**config.mk**
```make
export PLATFORM = sky130hd
export DESIGN_NAME = tut4_verilog_sort_iter_sort_ctrl
export DESIGN_NICKNAME = d
export VERILOG_FILES = /design/src/rtl/tut4_verilog_sort_iter_sort_pkg.sv /design/src/rtl/tut4_verilog_sort_MinMaxUnit.sv /design/src/rtl/tut4_verilog_sort_iter_sort_ctrl.sv
export SDC_FILE = /design/constraint.sdc
export NUM_CORES = 1
export LEC_CHECK = 0
export ABC_CLOCK_PERIOD_IN_PS = 4700
export CAP_MARGIN = 40
export CORE_MARGIN = 1.5
export CORE_UTILIZATION = 52
export CTS_BUF_LIST = sky130_fd_sc_hd__clkbuf_2
export CTS_CLUSTER_DIAMETER = 150
export DETAILED_ROUTE_END_ITERATION = 10
export GPL_TIMING_DRIVEN = 0
export MAX_ROUTING_LAYER = met4
export PLACE_DENSITY = 0.83
export SYNTH_ARGS = -nofsm -noshare
export SYNTH_HDL_FRONTEND = slang
export SYNTH_SLANG_ARGS = --single-unit
```
**constraint.sdc**
```tcl
create_clock -name clk -period 4.7 [get_ports clk]
set_clock_uncertainty 0.05 [all_clocks]
set_input_delay 0.705 -clock clk [delete_from_list [all_inputs] [get_ports clk]]
set_output_delay 0.705 -clock clk [all_outputs]
set_load 0.03 [all_outputs]
```
**src/rtl/tut4_verilog_sort_iter_sort_pkg.sv**
```systemverilog
// Shared types and constants for the iterative 4-element sorter.
// Contents: FSM state enum, odd-even transposition schedule (low index per step;
// the high index is always low+1), step count and the early-exit check step.
package tut4_verilog_sort_iter_sort_pkg;

    typedef enum logic [1:0] {
        IDLE = 2'd0,
        SORT = 2'd1,
        DONE = 2'd2
    } state_e;

    localparam int unsigned STEP_COUNT = 6;
    localparam int unsigned STEP_W     = 3;
    localparam int unsigned IDX_W      = 2;

    localparam logic [STEP_W-1:0] STEP_LAST       = STEP_W'(STEP_COUNT - 1);
    localparam logic [STEP_W-1:0] EARLY_EXIT_STEP = STEP_W'(2);

    // Pairs (0,1),(2,3),(1,2),(0,1),(2,3),(1,2) for steps 0..5
    localparam logic [IDX_W-1:0] STEP_LO [STEP_COUNT] = '{
        2'd0, 2'd2, 2'd1, 2'd0, 2'd2, 2'd1
    };

endpackage

```
**src/rtl/tut4_verilog_sort_MinMaxUnit.sv**
```systemverilog
// Single unsigned min/max compare unit.
// Ports: in0, in1 (operands); out_min_c, out_max_c (combinational results).
// Equal operands pass through unswapped.
module tut4_verilog_sort_MinMaxUnit #(
    parameter int unsigned p_nbits = 8
) (
    input  logic [p_nbits-1:0] in0,
    input  logic [p_nbits-1:0] in1,
    output logic [p_nbits-1:0] out_min_c,
    output logic [p_nbits-1:0] out_max_c
);

    always_comb begin
        out_min_c = in0;
        out_max_c = in1;
        if (in0 > in1) begin
            out_min_c = in1;
            out_max_c = in0;
        end
    end

endmodule

```
**src/rtl/tut4_verilog_sort_iter_sort_ctrl.sv**
```systemverilog
// Iterative 4-element ascending sorter sharing one min/max unit, one compare per
// cycle along a fixed odd-even transposition schedule.
// Ports: clk, reset_n (sync, active-low); in_val/in_rdy + in0..in3 (input set);
//        out_val/out_rdy + out0..out3 (sorted set, out0 smallest).
// Option: TUT4_VERILOG_SORT_ITER_EARLY_EXIT_EN finishes after step 2 when no
//         swap occurred in steps 0..2.
module tut4_verilog_sort_iter_sort_ctrl
    import tut4_verilog_sort_iter_sort_pkg::*;
#(
    parameter int unsigned p_nbits = 8
) (
    input  logic               clk,
    input  logic               reset_n,
    input  logic               in_val,
    output logic               in_rdy,
    input  logic [p_nbits-1:0] in0,
    input  logic [p_nbits-1:0] in1,
    input  logic [p_nbits-1:0] in2,
    input  logic [p_nbits-1:0] in3,
    output logic               out_val,
    input  logic               out_rdy,
    output logic [p_nbits-1:0] out0,
    output logic [p_nbits-1:0] out1,
    output logic [p_nbits-1:0] out2,
    output logic [p_nbits-1:0] out3
);

    state_e              state;
    state_e              state_next;
    logic [STEP_W-1:0]   step;
    logic [STEP_W-1:0]   step_next;
    logic                load;
    logic                cmp_en;
    logic [IDX_W-1:0]    lo;
    logic [IDX_W-1:0]    hi;
    logic [p_nbits-1:0]  elem [4];
    logic [p_nbits-1:0]  cmp_a;
    logic [p_nbits-1:0]  cmp_b;
    logic [p_nbits-1:0]  cmp_min;
    logic [p_nbits-1:0]  cmp_max;
`ifdef TUT4_VERILOG_SORT_ITER_EARLY_EXIT_EN
    logic                swap;
    logic                swap_next;
`endif

    // Schedule-driven operand select
    assign lo    = STEP_LO[step];
    assign hi    = lo + IDX_W'(1);
    assign cmp_a = elem[lo];
    assign cmp_b = elem[hi];

    tut4_verilog_sort_MinMaxUnit #(
        .p_nbits   (p_nbits)
    ) u_minmax (
        .in0       (cmp_a),
        .in1       (cmp_b),
        .out_min_c (cmp_min),
        .out_max_c (cmp_max)
    );

    // Next-state and control decode
    always_comb begin
        state_next = state;
        step_next  = step;
        load       = 1'b0;
        cmp_en     = 1'b0;
`ifdef TUT4_VERILOG_SORT_ITER_EARLY_EXIT_EN
        swap_next  = swap;
`endif
        case (state)
            IDLE: begin
                if (in_val && in_rdy) begin
                    state_next = SORT;
                    load       = 1'b1;
                    step_next  = '0;
`ifdef TUT4_VERILOG_SORT_ITER_EARLY_EXIT_EN
                    swap_next  = 1'b0;
`endif
                end
            end
            SORT: begin
                cmp_en = 1'b1;
`ifdef TUT4_VERILOG_SORT_ITER_EARLY_EXIT_EN
                if (step <= EARLY_EXIT_STEP) begin
                    swap_next = swap | (cmp_a > cmp_b);
                end
`endif
                if (step == STEP_LAST) begin
                    state_next = DONE;
                    step_next  = '0;
                end else begin
                    step_next  = step + STEP_W'(1);
                end
`ifdef TUT4_VERILOG_SORT_ITER_EARLY_EXIT_EN
                // Three clean compares in a row mean the set is already ordered
                if ((step == EARLY_EXIT_STEP) && !swap_next) begin
                    state_next = DONE;
                    step_next  = '0;
                end
`endif
            end
            DONE: begin
                if (out_val && out_rdy) begin
                    state_next = IDLE;
                end
            end
            default: begin
                state_next = IDLE;
            end
        endcase
    end

    // State, handshake flags and element registers
    always_ff @(posedge clk) begin
        if (!reset_n) begin
            state   <= IDLE;
            step    <= '0;
            in_rdy  <= 1'b0;
            out_val <= 1'b0;
            for (int i = 0; i < 4; i++) begin
                elem[i] <= '0;
            end
`ifdef TUT4_VERILOG_SORT_ITER_EARLY_EXIT_EN
            swap    <= 1'b0;
`endif
        end else begin
            state   <= state_next;
            step    <= step_next;
            in_rdy  <= (state_next == IDLE);
            out_val <= (state_next == DONE);
`ifdef TUT4_VERILOG_SORT_ITER_EARLY_EXIT_EN
            swap    <= swap_next;
`endif
            if (load) begin
                elem[0] <= in0;
                elem[1] <= in1;
                elem[2] <= in2;
                elem[3] <= in3;
            end else if (cmp_en) begin
                elem[lo] <= cmp_min;
                elem[hi] <= cmp_max;
            end
        end
    end

    assign out0 = elem[0];
    assign out1 = elem[1];
    assign out2 = elem[2];
    assign out3 = elem[3];

endmodule
```
==> results of run 1 <==
placed cells by master (no fill, tap or decap), types with 7 or more instances in the layout:
cell and count:
ha_1 10, a211oi_1 11, edfxtp_1 32, nor2b_1 11
nand2_1 28, a21oi_1 31, inv_1 15, dfxtp_1 7
buf_2 7, clkbuf_2 8, clkdlybuf4s50_1 69, o221ai_1 10
nand3_1 15, mux2i_1 32, nor2_1 14, o21ai_0 19
metrics by stage:
stage	hold WS, ns	TNS (ns)
after floorplan	0.546	0
after global placement	0.561	-14.51
after detailed placement	0.570	-14.40
after CTS	0.610	0
after global routing	0.671	0
final	0.610	0
worst max path at each step:
stage	from	end	slack (ns)	cells after the start
after global placement	step[0]	elem[1][7]	-0.55	15
after global routing	step[1]	elem[3][2]	0.002	16
final	step[0]	elem[3][1]	0.25	15
after floorplan	step[0]	elem[1][0]	0.60	15
after CTS	step[0]	elem[3][2]	0.10	15
after detailed placement	step[0]	elem[2][1]	-0.56	16
final cells by class:
type / instances / area, sq um
well taps: 72 / 90.1
inverters: 17 / 66.3
clock inverters: 1 / 5.00
plain buffers: 18 / 96.3
fillers: 437 / 1660
repair buffers: 69 / 691
clock buffers: 7 / 35.0
multi-input cells: 238 / 1730
flip-flops and latches: 39 / 1100
timing repair:
action / CTS / global route
setup endpoints to repair: 32 / 25
resized for setup: 7 / 5
hold buffers: 0 / 0
tightest hold or removal path: cells and delay by family, from the launching register on:
family | cells | cell delay (ns)
compound gates | 1 | 0.09
flops | 1 | 0.37
simple gates | 1 | 0.17
state kept, by name, summed over array words and instances (netlist names):
name and count:
elem 32, step 3, state 2, in_rdy 1
out_val 1
where the power goes:
group          total (mW)  switching [mW]  internal (mW)
Combinational       0.596           0.359          0.237
Sequential          0.433          0.0231          0.410
Clock               0.159           0.118         0.0406
Total                1.19           0.501          0.687
logic make-up (layout without fill, tap and decap cells):
kind of cell / after synthesis / count (layout) / share of synthesized area
simple gates: 87 / 87 / 0.149
xor+xnor: 1 / 1 / 0.00297
fa+ha+maj: 11 / 11 / 0.0467
flops: 39 / 39 / 0.374
buf+inv: 36 / 112 / 0.0556
compound gates: 100 / 100 / 0.226
mux: 39 / 39 / 0.146
layer usage:
| metal | wire length, um | part of all wire | vias up | global-route usage |
|---|---|---|---|---|
| met5 | 0 | 0 | - | - |
| met4 | 314 | 0.033 | 0 | 0.136 |
| met3 | 917 | 0.097 | 36 | 0.0535 |
| met2 | 4380 | 0.46 | 213 | 0.508 |
| met1 | 3830 | 0.41 | 1411 | 0.429 |
| li1 | - | - | 1339 | - |
==> qor.csv, run 1 <==
metric;value;unit
Die X;78.3;um
final wirelength;9440;um
static leakage;1.54;nW
# rows;27;
iteration count of the initial detailed-routing pass;6;
non-filler cells, final;461;
Hold Fails Final Rpt;0;
Worst-path clk slew;0.23;ns
RD Place Congestion;0.988;
DR vias/cell;6.51;
fin nets;435;
clock buffer depth;2;
core box area;5470;sq um
DRT antenna net count;0;
ant diodes;0;
Worst R2R Start;step[0];
Port Buffers;69;
final core utilization;0.696;
CP max stage delay;0.46;ns
share of cells above drive strength 1;0.0925;
first-pass GRT wire length;14600;um
Seq cells post-synth;39;
max_slew headroom;0.555;
area leader, netlist;edfxtp_1;
Cell Chain, Critical Path;buf_4 -> mux2i_4 -> buf_4 -> inv_1 -> ha_4 -> mux2i_1 -> inv_1 -> ha_1 -> o21a_1 -> a21oi_1 -> nor2_1 -> nand2_1 -> buf_2 -> a21o_1 -> a221o_1;
top cells by count, synth;mux2i_1 (35), a21oi_1 (32), edfxtp_1 (32), nand2_1 (28), o21ai_0 (19);
hold depth;2;
DIE AREA;6130;sq um
via count;2999;
top_reg_cell synth;edfxtp_1;
crit path kind;reg -> reg;
placed wire-length estimate;6760;um
Crit Reg-Reg Endpoint;elem[3][1];
vias in the first global route;2796;
top-count cell post-synth;mux2i_1;
Buf/Inv on CP;5;
max frequency;0.225;GHz
Final Setup Violations;0;
antenna violations before repair;0;
CTS H-tree lvls;2;
Worst Path Required;4.82;ns
max cap viols;0;
Initial DRC Count;362;
slowest CP cell;dfxtp_1;
share of async-settable or async-resettable flops after synthesis;0;
Synth cell types;53;
Seq/Total Area, Yosys;0.374;
GRT Residual Overflow;0;
Setup crit start kind;register;
CTS Buf Count;5;
Slew @ Worst Pin;0.667;ns
Hold Crit Start;out_val;
placed insts;454;
clock latency on the worst-skew pair;0.42;ns
Top Family by Delay on Critical Path;buffers and inverters;
FF-to-FF setup slack;0.25;ns
drt wl/cell;20.5;um
Die H;78.3;um
RSZ-0062 raised after global routing;false;
min-delay worst type;reg -> reg;
dpl ws;-0.559;ns
num ports;70;
CTS tree;yes;
synth top area cells;edfxtp_1 (33%), mux2i_1 (12%), a21oi_1 (5.4%), dfxtp_1 (4.8%), ha_1 (4.7%);
Overall Global Routing Usage;0.328;
fin area;3810;sq um
yosys warns;0;
post-synthesis cell area;2950;sq um
WP data arrival;4.56;ns
Max Fanout on Critical Path;10;
area share of the leading cell type in the synthesized netlist;0.326;
Post-CTS Setup Bufs;0;
Final WS setup;0.255;ns
Syn Nets;360;
CTS sink cnt;39;
CP endpoint kind;register;
Tmin final;4.45;ns
# DRC;0;
Synth Instances;313;
Area Growth Syn to Fin;29.3;%
largest net degree at the start of global routing;12;
Worst Reg-to-Reg Cells;15;
Power Density;312;nW/um^2
VDD IR max;0.168;mV
number of flops mapped to enable cells by yosys;32;
Max Slew Vio Count;0;
initial core utilization;0.539;
Post-Syn Area per Cell;9.42;sq um
fin crit share;0.946;
Placed Area;3730;sq um
CTS root buffer;clkbuf_2;
Hold EP;in_rdy;
status;completed;
Total Power Consumption;1.19;mW
Note: power is estimated with default switching activity, not from simulation.
==> run 2, diff against run 1 <==
--- a/config.mk
+++ b/config.mk
@@ -14,7 +14,7 @@
 export DETAILED_ROUTE_END_ITERATION = 10
 export GPL_TIMING_DRIVEN = 0
 export MAX_ROUTING_LAYER = met4
-export PLACE_DENSITY = 0.83
+export PLACE_DENSITY = 0.85
 export SYNTH_ARGS = -nofsm -noshare
 export SYNTH_HDL_FRONTEND = slang
 export SYNTH_SLANG_ARGS = --single-unit
==> qor.csv, run 2 (synthesis results as in run 1) <==
metric;value;unit
iteration count of the initial detailed-routing pass;5;
CTS sink cnt;39;
GRT Residual Overflow;0;
clock buffer depth;2;
fin nets;435;
antenna violations before repair;0;
status;completed;
final wirelength;9580;um
# rows;27;
max_slew headroom;0.526;
Hold Fails Final Rpt;0;
Max Slew Vio Count;0;
setup TNS;0;ns
Power Density;324;nW/um^2
max frequency;0.225;GHz
max reg flops;32;
CTS H-tree lvls;2;
largest net degree at the start of global routing;13;
CP endpoint kind;register;
Worst-path clk slew;0.21;ns
non-filler cells, final;461;
DRT antenna net count;0;
Total Power Consumption;1.24;mW
share of cells above drive strength 1;0.0925;
Setup crit start kind;register;
# DRC;0;
core box area;5470;sq um
number of fill cells;463;
clock latency on the worst-skew pair;0.42;ns
commonest non-fill, non-tap cell in the layout;clkdlybuf4s50_1;
Slew @ Worst Pin;0.711;ns
fin area;3840;sq um
min-delay worst type;reg -> reg;
via count;3027;
drt wl/cell;20.8;um
DIE AREA;6130;sq um
Max Fanout on Critical Path;10;
WP data arrival;4.57;ns
Placed Area;3730;sq um
max cap viols;0;
Overall Global Routing Usage;0.323;
most frequent cells in the layout;clkdlybuf4s50_1 (69), edfxtp_1 (32), mux2i_1 (31), a21oi_1 (31), nand2_1 (28);
Worst Path Required;4.81;ns
Die X;78.3;um
CTS root buffer;clkbuf_2;
initial core utilization;0.539;
largest reg by FF count;elem;
num ports;70;
RD Place Congestion;0.995;
crit path kind;reg -> reg;
placed wire-length estimate;6840;um
first-pass GRT wire length;14400;um
VDD IR max;0.213;mV
CTS Buf Count;5;
Die H;78.3;um
CTS tree;yes;
Initial DRC Count;332;
static leakage;1.54;nW
Regs by FF count;elem: 32 flops, step: 3 flops, state: 2 flops;
Tmin final;4.45;ns
RSZ-0062 raised after global routing;false;
Post-CTS Setup Bufs;0;
DR vias/cell;6.57;
fin crit share;0.947;
Area Growth Syn to Fin;30.3;%
ant diodes;0;
vias in the first global route;2797;
placed insts;454;
Final Setup Violations;0;
Port Buffers;69;
==> run 2: path summary, 6_finish.rpt <==
kind                            slack, ns          to     from  cells after the start
worst max-delay path                 0.25  elem[3][4]  step[0]                     15
worst min-delay path                 0.63      in_rdy  out_val                      2
worst max register to register       0.25  elem[3][4]  step[0]                     15
worst min register to register       0.63      in_rdy  out_val                      2
==> run 2: critical path, cell delays in order, from the launching register on <==
cell and delay, ns:
dfxtp_1 0.44, buf_4 0.23, mux2i_4 0.35, buf_4 0.25, inv_1 0.10, ha_4 0.41
mux2i_1 0.32, inv_1 0.13, ha_1 0.32, a211o_1 0.28, nand2_1 0.09, nand4b_1 0.16
clkbuf_1 0.31, nand3_1 0.25, and2_1 0.34, o221ai_1 0.16
==> run 2: per-layer routing <==
layer	up-vias	routed length, um	global-route usage
met5	-	0	-
met4	0	260	0.123
met3	32	876	0.0547
met2	203	4490	0.497
met1	1454	3950	0.429
li1	1338	-	-
==> run 2: cell type report <==
type                    count  area [sq um]  area share
plain buffers              18          95.1      0.0247
clock buffers               5          25.0     0.00651
clock inverters             3          38.8      0.0101
inverters                  17          66.3      0.0173
multi-input cells         238          1740       0.452
flip-flops and latches     39          1100       0.287
well taps                  72          90.1      0.0234
repair buffers             69           691       0.180
==> run 2: power breakdown <==
part | switching, mW | internal (mW) | total, mW
Clock | 0.119 | 0.0874 | 0.207
Combinational | 0.367 | 0.237 | 0.604
Sequential | 0.0235 | 0.410 | 0.433
Total | 0.510 | 0.734 | 1.24
==> run 2: timing repair <==
action / in CTS / in global routing
resized for setup: 5 / 6
hold buffers: 0 / 0
gates cloned: 0 / 0
endpoints found under the setup margin: 32 / 32
endpoints found under the hold margin: 0 / 0
==> run 2: per-stage QoR <==
step	util	hold slack, ns	worst slack [ns]
5_1_grt	0.702	0.680	0.0223
3_5_place_dp	0.681	0.587	-0.571
4_1_cts	0.695	0.633	0.0115
3_3_place_gp	0.681	0.573	-0.583
6_report	0.702	0.629	0.247
2_1_floorplan	-	0.546	0.603
